<file path="config.mk">
export PLATFORM = sky130hd
export DESIGN_NAME = debug_unit_flat
export DESIGN_NICKNAME = d
export VERILOG_FILES = /design/src/rtl/debug_pkg.sv /design/src/rtl/debug_unit_if.sv /design/src/rtl/tx_serializer.sv /design/src/rtl/debug_unit.sv /design/src/flat_wrapper.sv
export SDC_FILE = /design/constraint.sdc
export NUM_CORES = 1
export LEC_CHECK = 0
export CAP_MARGIN = 20
export CORE_ASPECT_RATIO = 1.5
export CORE_MARGIN = 1
export CORE_UTILIZATION = 25
export CTS_BUF_LIST = sky130_fd_sc_hd__clkbuf_4 sky130_fd_sc_hd__clkbuf_8
export CTS_CLUSTER_SIZE = 30
export DETAILED_ROUTE_END_ITERATION = 10
export HOLD_SLACK_MARGIN = 0.08
export MAX_ROUTING_LAYER = met4
export PLACE_DENSITY_LB_ADDON = 0.08
export SLEW_MARGIN = 5
export SYNTH_ARGS = -nofsm -noshare
export SYNTH_HDL_FRONTEND = slang
export SYNTH_HIERARCHICAL = 1
export SYNTH_SLANG_ARGS = --single-unit
</file>
<file path="constraint.sdc">
create_clock -name clk -period 2.15 [get_ports clk]
set_input_delay 0.43 -clock clk [delete_from_list [all_inputs] [get_ports clk]]
set_output_delay 0.43 -clock clk [all_outputs]
set_load 0.01 [all_outputs]
</file>
<file path="src/rtl/debug_pkg.sv">
// Shared definitions for the pipeline debug sequencer: FSM state encoding,
// host command bytes and the HALT instruction word.
package debug_pkg;

    typedef enum logic [2:0] {
        ST_IDLE,
        ST_LOAD_RST,
        ST_LOAD_BYTE,
        ST_LOAD_WRITE,
        ST_RUN,
        ST_STEP_WAIT,
        ST_STEP_EXEC,
        ST_SEND
    } state_e;

    localparam logic [7:0] CMD_LOAD = 8'h4C;  // 'L'
    localparam logic [7:0] CMD_CONT = 8'h43;  // 'C'
    localparam logic [7:0] CMD_STEP = 8'h53;  // 'S'
    localparam logic [7:0] CMD_NEXT = 8'h4E;  // 'N'
    localparam logic [7:0] CMD_EXIT = 8'h45;  // 'E'

    localparam logic [31:0] HALT_WORD = 32'hFFFF_FFFF;

endpackage

</file>
<file path="src/rtl/debug_unit_if.sv">
// Bundle of UART byte links, pipeline control and instruction-memory write
// port seen by the debug sequencer. The slave modport is the sequencer side.
interface debug_unit_if #(
    parameter int LEN     = 32,
    parameter int IMEM_AW = 8
);
    logic [7:0]         rx_data;
    logic               rx_valid;
    logic [7:0]         tx_data;
    logic               tx_start;
    logic               tx_done;
    logic               halt_flag;
    logic [LEN-1:0]     pc_value;
    logic               pipe_enable;
    logic               pipe_reset;
    logic               imem_we;
    logic [IMEM_AW-1:0] imem_addr;
    logic [LEN-1:0]     imem_wdata;

    modport slave (
        input  rx_data, rx_valid, tx_done, halt_flag, pc_value,
        output tx_data, tx_start, pipe_enable, pipe_reset,
               imem_we, imem_addr, imem_wdata
    );

    modport master (
        output rx_data, rx_valid, tx_done, halt_flag, pc_value,
        input  tx_data, tx_start, pipe_enable, pipe_reset,
               imem_we, imem_addr, imem_wdata
    );
endinterface

</file>
<file path="src/rtl/tx_serializer.sv">
// Sends a multi-byte word MSB first over a tx_start/tx_done byte handshake
// and strobes done_o once the last byte has been acknowledged.
module tx_serializer #(
    parameter int NBYTES = 8,
    parameter int CW     = $clog2(NBYTES + 1)
) (
    input  logic                  clk,
    input  logic                  reset,
    input  logic                  load_i,
    input  logic [8*NBYTES-1:0]   data_i,
    input  logic [CW-1:0]         nbytes_i,
    output logic [7:0]            tx_data_o,
    output logic                  tx_start_o,
    input  logic                  tx_done_i,
    output logic                  done_o
);

    logic [8*NBYTES-1:0] shreg_q;
    logic [CW-1:0]       left_q;
    logic                wait_q;
    logic                tx_start_q;
    logic                done_q;

    // Load, then advance one byte per acknowledged transfer; tx_done with
    // nothing outstanding is ignored.
    always_ff @(posedge clk) begin
        if (!reset) begin
            shreg_q    <= '0;
            left_q     <= '0;
            wait_q     <= 1'b0;
            tx_start_q <= 1'b0;
            done_q     <= 1'b0;
        end else begin
            tx_start_q <= 1'b0;
            done_q     <= 1'b0;
            if (load_i) begin
                shreg_q <= data_i;
                left_q  <= nbytes_i;
                if (nbytes_i == '0) begin
                    done_q <= 1'b1;
                end else begin
                    wait_q     <= 1'b1;
                    tx_start_q <= 1'b1;
                end
            end else if (wait_q && tx_done_i) begin
                if (left_q == CW'(1)) begin
                    wait_q <= 1'b0;
                    left_q <= '0;
                    done_q <= 1'b1;
                end else begin
                    shreg_q    <= {shreg_q[8*NBYTES-9:0], 8'h00};
                    left_q     <= left_q - CW'(1);
                    tx_start_q <= 1'b1;
                end
            end
        end
    end

    assign tx_data_o  = shreg_q[8*NBYTES-1 -: 8];
    assign tx_start_o = tx_start_q;
    assign done_o     = done_q;

endmodule

</file>
<file path="src/rtl/debug_unit.sv">
// Debug sequencer for the MIPS pipeline: loads instruction memory from a
// UART command stream, runs or single-steps the pipeline through its enable,
// and reports PC plus cycle count back over UART after each run or step.
module debug_unit
    import debug_pkg::*;
#(
    parameter int LEN     = 32,
    parameter int IMEM_AW = 8,
    parameter int CNT_W   = 32
) (
    input  logic         clk,
    input  logic         reset,
    debug_unit_if.slave  bus
);

    localparam int WB  = LEN / 8;
    localparam int NB  = WB + CNT_W / 8;
    localparam int BCW = $clog2(WB + 1);
    localparam int SCW = $clog2(NB + 1);

    state_e             state_q;
    logic [CNT_W-1:0]   cnt_q;
    logic [BCW-1:0]     bcnt_q;
    logic               imem_we_q;
    logic [IMEM_AW-1:0] imem_addr_q;
    logic [LEN-1:0]     imem_wdata_q;
    logic               pipe_reset_q;
    logic               ser_load_q;
    logic               step_ret_q;
    logic               ser_done;

    // Sequencer FSM; imem_wdata_q doubles as the byte-assembly buffer, since
    // the memory only looks at it while imem_we is high.
    always_ff @(posedge clk) begin
        if (!reset) begin
            state_q      <= ST_IDLE;
            cnt_q        <= '0;
            bcnt_q       <= '0;
            imem_we_q    <= 1'b0;
            imem_addr_q  <= '0;
            imem_wdata_q <= '0;
            pipe_reset_q <= 1'b1;
            ser_load_q   <= 1'b0;
            step_ret_q   <= 1'b0;
        end else begin
            imem_we_q    <= 1'b0;
            pipe_reset_q <= 1'b1;
            ser_load_q   <= 1'b0;
            case (state_q)
                ST_IDLE: begin
                    if (bus.rx_valid) begin
                        case (bus.rx_data)
                            CMD_LOAD: begin
                                state_q      <= ST_LOAD_RST;
                                pipe_reset_q <= 1'b0;
                            end
                            CMD_CONT: state_q <= ST_RUN;
                            CMD_STEP: state_q <= ST_STEP_WAIT;
                            default:  state_q <= ST_IDLE;
                        endcase
                    end
                end
                ST_LOAD_RST: begin
                    cnt_q       <= '0;
                    imem_addr_q <= '0;
                    bcnt_q      <= '0;
                    state_q     <= ST_LOAD_BYTE;
                end
                ST_LOAD_BYTE: begin
                    if (bus.rx_valid) begin
                        imem_wdata_q <= {imem_wdata_q[LEN-9:0], bus.rx_data};
                        if (bcnt_q == BCW'(WB - 1)) begin
                            bcnt_q    <= '0;
                            imem_we_q <= 1'b1;
                            state_q   <= ST_LOAD_WRITE;
                        end else begin
                            bcnt_q <= bcnt_q + BCW'(1);
                        end
                    end
                end
                ST_LOAD_WRITE: begin
                    // HALT ends the program; a full memory ends it without wrapping.
                    if (imem_wdata_q == LEN'(HALT_WORD) || imem_addr_q == '1) begin
                        state_q <= ST_IDLE;
                    end else begin
                        imem_addr_q <= imem_addr_q + IMEM_AW'(1);
                        state_q     <= ST_LOAD_BYTE;
                    end
                end
                ST_RUN: begin
                    if (bus.halt_flag) begin
                        step_ret_q <= 1'b0;
                        ser_load_q <= 1'b1;
                        state_q    <= ST_SEND;
                    end else begin
                        cnt_q <= cnt_q + CNT_W'(1);
                    end
                end
                ST_STEP_WAIT: begin
                    if (bus.rx_valid) begin
                        if (bus.rx_data == CMD_NEXT) begin
                            state_q <= ST_STEP_EXEC;
                        end else if (bus.rx_data == CMD_EXIT) begin
                            state_q <= ST_IDLE;
                        end
                    end
                end
                ST_STEP_EXEC: begin
                    if (!bus.halt_flag) begin
                        cnt_q <= cnt_q + CNT_W'(1);
                    end
                    step_ret_q <= !bus.halt_flag;
                    ser_load_q <= 1'b1;
                    state_q    <= ST_SEND;
                end
                ST_SEND: begin
                    if (ser_done) begin
                        state_q <= step_ret_q ? ST_STEP_WAIT : ST_IDLE;
                    end
                end
                default: state_q <= ST_IDLE;
            endcase
        end
    end

    // The pipeline is frozen throughout SEND, so PC and count are stable
    // when the serializer loads them on the first SEND cycle.
    tx_serializer #(
        .NBYTES (NB),
        .CW     (SCW)
    ) u_ser (
        .clk        (clk),
        .reset      (reset),
        .load_i     (ser_load_q),
        .data_i     ({bus.pc_value, cnt_q}),
        .nbytes_i   (SCW'(NB)),
        .tx_data_o  (bus.tx_data),
        .tx_start_o (bus.tx_start),
        .tx_done_i  (bus.tx_done),
        .done_o     (ser_done)
    );

    // Enable is gated by halt_flag combinationally so the HALT fetch never advances.
    assign bus.pipe_enable = (state_q == ST_RUN || state_q == ST_STEP_EXEC) && !bus.halt_flag;
    assign bus.pipe_reset  = pipe_reset_q;
    assign bus.imem_we     = imem_we_q;
    assign bus.imem_addr   = imem_addr_q;
    assign bus.imem_wdata  = imem_wdata_q;

endmodule

</file>
<file path="src/flat_wrapper.sv">
// flat-port wrapper written by rule: the top's interface ports become plain ports
module debug_unit_flat import debug_pkg::*;
#(
    parameter int LEN     = 32,
    parameter int IMEM_AW = 8,
    parameter int CNT_W   = 32
)
  (clk, reset, bus_rx_data, bus_rx_valid, bus_tx_done, bus_halt_flag, bus_pc_value, bus_tx_data, bus_tx_start, bus_pipe_enable, bus_pipe_reset, bus_imem_we, bus_imem_addr, bus_imem_wdata);
  debug_unit_if #(.LEN(LEN), .IMEM_AW(IMEM_AW)) bus_i ();
  input  logic clk;
  input  logic reset;
  input wire logic [$bits(bus_i.rx_data)-1:0] bus_rx_data;
  input wire logic [$bits(bus_i.rx_valid)-1:0] bus_rx_valid;
  input wire logic [$bits(bus_i.tx_done)-1:0] bus_tx_done;
  input wire logic [$bits(bus_i.halt_flag)-1:0] bus_halt_flag;
  input wire logic [$bits(bus_i.pc_value)-1:0] bus_pc_value;
  output wire logic [$bits(bus_i.tx_data)-1:0] bus_tx_data;
  output wire logic [$bits(bus_i.tx_start)-1:0] bus_tx_start;
  output wire logic [$bits(bus_i.pipe_enable)-1:0] bus_pipe_enable;
  output wire logic [$bits(bus_i.pipe_reset)-1:0] bus_pipe_reset;
  output wire logic [$bits(bus_i.imem_we)-1:0] bus_imem_we;
  output wire logic [$bits(bus_i.imem_addr)-1:0] bus_imem_addr;
  output wire logic [$bits(bus_i.imem_wdata)-1:0] bus_imem_wdata;
  assign bus_i.rx_data = bus_rx_data;
  assign bus_i.rx_valid = bus_rx_valid;
  assign bus_i.tx_done = bus_tx_done;
  assign bus_i.halt_flag = bus_halt_flag;
  assign bus_i.pc_value = bus_pc_value;
  assign bus_tx_data = bus_i.tx_data;
  assign bus_tx_start = bus_i.tx_start;
  assign bus_pipe_enable = bus_i.pipe_enable;
  assign bus_pipe_reset = bus_i.pipe_reset;
  assign bus_imem_we = bus_i.imem_we;
  assign bus_imem_addr = bus_i.imem_addr;
  assign bus_imem_wdata = bus_i.imem_wdata;
  debug_unit #(.LEN(LEN), .IMEM_AW(IMEM_AW), .CNT_W(CNT_W)) u_core (.clk(clk), .reset(reset), .bus(bus_i));
endmodule
</file>
### Word-level counts from Yosys, hierarchy flattened

Index checks and enable logic that the tools add are counted.

| operators by class | value |
|---|---|
| shift operators | 0 |
| order comparisons | 0 |
| $mul | 0 |
| $add $sub $neg | 4 |
| reductions and logical operators | 25 |
| div/mod/pow operators | 0 |
| bitwise operators | 2 |
| mux-type cells | 38 |
| equal/unequal tests | 26 |

Operator list:

| cell | count |
|---|---|
| 64-bit 2-to-1 mux | 3 |
| 32-bit one-hot mux with 2 select lines | 1 |
| 8-bit by 7-bit == test with 1-bit output (second input constant) | 5 |
| 3-bit 2-to-1 mux | 11 |
| 32-bit by 1-bit adder with 32-bit output (second input constant) | 1 |
| 32-bit == test (second input constant) | 1 |
| 32-bit 2-to-1 mux | 1 |
| 3-bit one-hot mux with 8 select lines | 1 |
| 8-bit one-hot mux with 2 select lines | 1 |
| 2-bit inequality test (second input constant) | 7 |
| 2-bit AND reduction | 7 |
| 3-bit == test (second input constant) | 4 |
| 4-bit 2-to-1 mux | 3 |
| 2-bit nonzero test | 6 |
| 1-bit 2-to-1 mux | 11 |
| 3-bit by 2-bit == test with 1-bit output (second input constant) | 3 |
| 3-bit one-hot mux with 3 select lines | 1 |
| 8-bit by 1-bit adder with 8-bit output (second input constant) | 1 |
| 8-bit == test (second input constant) | 1 |
| 8-bit 2-to-1 mux | 1 |
| 7-bit AND reduction | 1 |
| 3-bit one-hot mux with 2 select lines | 1 |
| 3-bit AND reduction | 2 |
| 4-bit by 1-bit == test with 1-bit output (second input constant) | 1 |
| 14 further kinds | 20 |

| storage, ports and cells | value |
|---|---|
| memories kept | 0 |
| register bits after elaboration | 153 |
| word-level logic and storage cells | 110 |
| memory bits (writable) | 0 |
| latch bits | 0 |
| bits in read-only memories | 0 |
| input port bits | 45 |

### Logic depth before layout (Yosys ltp)

| logic depth | value |
|---|---|
| word-level depth | 5 |
| mapped depth | 7 |
| depth with buffers taken out | 6 |

### Cells and area by module

The synthesis kept the hierarchy.

Modules (own cells, without submodules):

| module | sequential area each (um2) | instances | area each (um2) | cells an instance |
|---|---|---|---|---|
| debug_unit | 1641.6 | 1 | 3666.0 | 457 |
| tx_serializer | 1421.4 | 1 | 3323.2 | 416 |

### Least setup slack after synthesis

OpenSTA, ideal clock, no wires.

| path | value |
|---|---|
| path type | reg-to-reg |
| from | reg u_core.state_q[0] |
| to | reg u_core.cnt_q[24] |
| arrival | 1.905 ns |
| cell stages (with the launch flop) | 7 |
| buffers on the path | 1 |
| data required time | 2.079 ns |
| path slack | 0.175 ns |
| cell sequence | dfxtp_1 > buf_4 > nor3b_4 > o211ai_1 > or4_1 > or3_1 > a21oi_1 |

| between the ends | value |
|---|---|
| cells in the longest elaborated chain, start to end | 4 |
| elaborated cells on any way between the ends | 8 |
| classes of those cells | eq/ne: 4; mux: 1; reduce/logical: 3 |

RTL lines:

| item | line | RTL |
|---|---|---|
| start, declared | debug_unit.sv:21 | `state_e state_q;` |
| start signal, assigned | debug_unit.sv:118 | `state_q <= step_ret_q ? ST_STEP_WAIT : ST_IDLE;` |
| 3-bit == test | debug_unit.sv:49 | `case (state_q)` |
| 2-bit OR reduction (no line) | -- |  |
| 2-bit inequality test (no line) or 2-bit nonzero test (tied branches) | -- |  |
| 2-bit AND reduction (no line) | -- |  |
| end signal, assigned | debug_unit.sv:96 | `cnt_q <= cnt_q + CNT_W'(1);` |
| end signal, assigned | debug_unit.sv:110 | `cnt_q <= cnt_q + CNT_W'(1);` |
| end, declared | debug_unit.sv:22 | `logic [CNT_W-1:0] cnt_q;` |

Parallel ways exist; a longest one is shown, timed or not.
A chain may end at the register's enable or synchronous reset.

### Worst setup path in the final report

| path | value |
|---|---|
| from | in bus_halt_flag |
| to | reg u_core.cnt_q[26] |

| between the ends | value |
|---|---|
| cells in the longest elaborated chain, start to end | 2 |

RTL lines:

| item | line | RTL |
|---|---|---|
| start, declared | flat_wrapper.sv:15 | `input wire logic [$bits(bus_i.halt_flag)-1:0] bus_halt_flag;` |
| 2-bit inequality test (no line) | -- |  |
| 2-bit AND reduction (no line) | -- |  |

Every way passes these cells.

==> summary.md <==
| Metric | Value |
|---|---|
| Outcome | finished, violations left |
| Failing checks | DRC |
| Largest net degree at the start of global routing | between 70 and 80 |
| Routed vias/inst | 4.981 |
| Nets | around 1000 |
| Share of cells above drive strength 1 | 12.79% |
| FP Rows | 74 |
| FF/Latch Area | 0.003065 mm² |
| Max cap viols | 0 |
| Number of remaining DRC errors | 14 |
| Tot GR Track Use | between 10% and 20% |
| Main combinational cell family by area after synthesis | compound AO/OA/AOI/OAI gates |
| Fin worst setup slack | 0.1529 ns |
| CTS root buffer | clkbuf_8 |
| Adder and majority cell fraction of the synthesized area | 0.8951% |
| I/O Pins | 97 |
| Synthesized instance count | slightly below 900 |
| Die ar. | 0.02864 mm² |
| Seq/Total Area, Yosys | 43.82% |
| Post-synth EDFFs | 0 |
| VDD IR max | 0.3277 mV |
| Setup TNS | 0 ns |
| Mux cell area share after synthesis | 0.1611% |
| Startpoint Class | primary input |
| Req. time, crit path | 2.54 ns |
| Placer congestion estimate | 0.7520 |
| Tmin final | 1.997 ns |
| Yosys warnings | 6 |
| Total power | 0.005449 W |
| Die width | 138.5 µm |
| Vias | between 6000 and 7000 |
| Multi-input logic area | 0.003478 mm² |
| Kind of end point of the critical path | flop |
| Port Buf Inserts | 96 |
| Vias in the first global route | 6664 |
| Xor and xnor area share after synthesis | between 3 and 4% |
| Final Hold Viols | 0 |
| Final core occ | 33.10% |
| Worst hold path depth | 2 |
| TritonCTS Buffers | 17 |
| Die Y | 206.8 µm |
| Most used DFF post-synth | dfxtp_1 |
| Clk sinks | about 150 |
| WL final | 22480 µm |
| Synth cell types | 55 |
| Fmax | 500.7 MHz |
| Setup CP Type | primary input to flop |
| Clock Path Buffers | 2 |
| Synth-to-layout area growth | 29.34% |
| WL/cell | 16.74 µm |
| Reg2reg setup slack | around 0.16 ns |
| Antenna Violating Nets Remaining | 0 |
| Pre-CTS setup slack | -0.3666 ns |
| Core Region | 0.02731 mm² |
| 1st-pass router iterations | 7 |
| Slew Limit Fails | 0 |
| Crit-path max FO | 3 |
| Avg Inst Size Synth | 8.006 µm² |
| Non-Filler Instances | 1343 |
| Dpl cells | 1311 |
| CTS tree | built |
| Power density over the cells | ~600 mW/mm² |
| Finish-stage setup viols | 0 |
| Crit share post-route | 92.89% |
| Starting Density | 25.59% |
| Max H-tree Level | 4 |
| Clock skew | roughly 0.016 ns |
| Grt total ovfl | 0 |
| Crit path DAT | about 2.4 ns |
| Worst Reg-to-Reg Cells | 5 |
| Yosys reg bits | 153 |
| Clock transition at path regs | around 0.10 ns |
| DRC marker count from the first detailed-route iteration | 284 |
| Post-synthesis compound-gate area fraction | between 20% and 30% |
| Post-DP HPWL | 15350 µm |
| Post-Synth Simple-Gate Area | 17.67% |
| Ys async rst share | 0% |
| First-pass GRT wire length | 36230 µm |
| N_diodes | 0 |
| RSZ-0062 raised after global routing | false |
| Clk_lat worst skew | 0.47 ns |
| LEAKAGE | 2.956 nW |
| Initial antenna violation count | 0 |
| Hold Path Class | primary input to flop |
| # fillers | 2910 |
| Post-Syn Area | 0.006989 mm² |
[Yosys cell counts (15+ instances only)]
library cell,n,area (µm²)
dfxtp_1,153,3063
o21ai_0,126,630.6
a21oi_1,118,590.6
nand2_1,104,390.4
a31oi_1,59,369.1
clkbuf_1,46,172.7
nor2_1,42,157.7
xnor2_1,23,201.4
nand4_1,22,137.6
buf_2,19,95.09
nand3_1,16,80.08
nor3_1,15,75.07
[per-stage QoR]
step / hold slack [ns] / area [µm²]
after floorplan: 0.4304 / 7012
after global placement: 0.4369 / 8612
after detailed placement: 0.4398 / 8612
after CTS: 0.3283 / 9039
after global routing: 0.3228 / 9040
final: 0.3628 / 9040
[critical path: stages]
cell and delay, ns:
clkdlybuf4s50_1 0.46, nor3b_4 0.21, o211ai_1 0.22, or4_1 0.59
or3_1 0.33, a21oi_1 0.15
[repair_timing]
action	4_1_cts	5_1_grt
endpoints found under the setup margin	1	1
hold buffers	0	0
buffers inserted	0	0
resized for setup	2	1
endpoints found under the hold margin	0	0
[registers in the layout (all words and copies together), names as in the netlist]
name                     flops
u_core/u_ser/shreg_q        64
u_core/u_ser/tx_start_o      1
u_core/ser_load_q            1
u_core/bus.imem_we           1
u_core/u_ser/left_q          4
u_core/u_ser/wait_q          1
u_core/cnt_q                32
u_core/state_q               3
u_core/bus.pipe_reset        1
u_core/bus.imem_wdata       32
u_core/u_ser/done_o          1
u_core/step_ret_q            1
u_core/bcnt_q                3
u_core/bus.imem_addr         8
[report_power, final]
part           leakage (nW)  switching (W)  total [W]  internal (W)
registers              1.23     0.00000145    0.00283       0.00283
logic                  1.52       0.000109   0.000223      0.000113
clock network         0.206        0.00114    0.00239       0.00125
total                  2.96        0.00125    0.00545       0.00420
[area by class of cell]
cell class,instances,area share [%]
Multi-Input combinational cell,633,38.48
Sequential cell,153,33.91
Inverter,11,0.4567
Clock buffer,22,3.142
Timing Repair Buffer,172,17.70
Tap cell,342,4.734
Clock inverter,10,1.578
[logic make-up after synthesis]
group / Yosys count
XOR/XNOR: 25
AO/OA/AOI/OAI: 341
multiplexers: 1
AND/OR/NAND/NOR: 253
buffers and inverters: 93
flip-flops: 153
adder cells (fa/ha/maj): 5
other: 2
[cell usage in the layout (no fill, tap or decap), drive strengths merged, types with 16 or more instances in the layout]
| master | netlist | routed |
|---|---|---|
| a21oi | 118 | 118 |
| a31oi | 59 | 59 |
| buf | 36 | 77 |
| clkbuf | 46 | 22 |
| clkdlybuf4s50 | 0 | 94 |
| dfxtp | 153 | 153 |
| nand2 | 104 | 104 |
| nand3 | 16 | 16 |
| nand4 | 22 | 22 |
| nor2 | 42 | 42 |
| o21ai | 127 | 127 |
| xnor2 | 23 | 23 |
[worst paths after layout]
kind	start	endpoint
min	reset	u_core/bus.imem_addr[3]
min reg2reg	u_core/bcnt_q[2]	u_core/bcnt_q[2]
max reg2reg	u_core/state_q[0]	u_core/cnt_q[26]
max	bus_halt_flag	u_core/cnt_q[26]
[routing by layer]
layer | GRT usage (%) | vias up | routed length [µm]
met5 | - | - | 0
met4 | 4.695 | 0 | 212
li1 | - | 3377 | -
met2 | 30.42 | 116 | 11810
met1 | 18.53 | 3184 | 9711
met3 | 3.276 | 13 | 746
No activity file was read; power rests on OpenSTA's default activity.
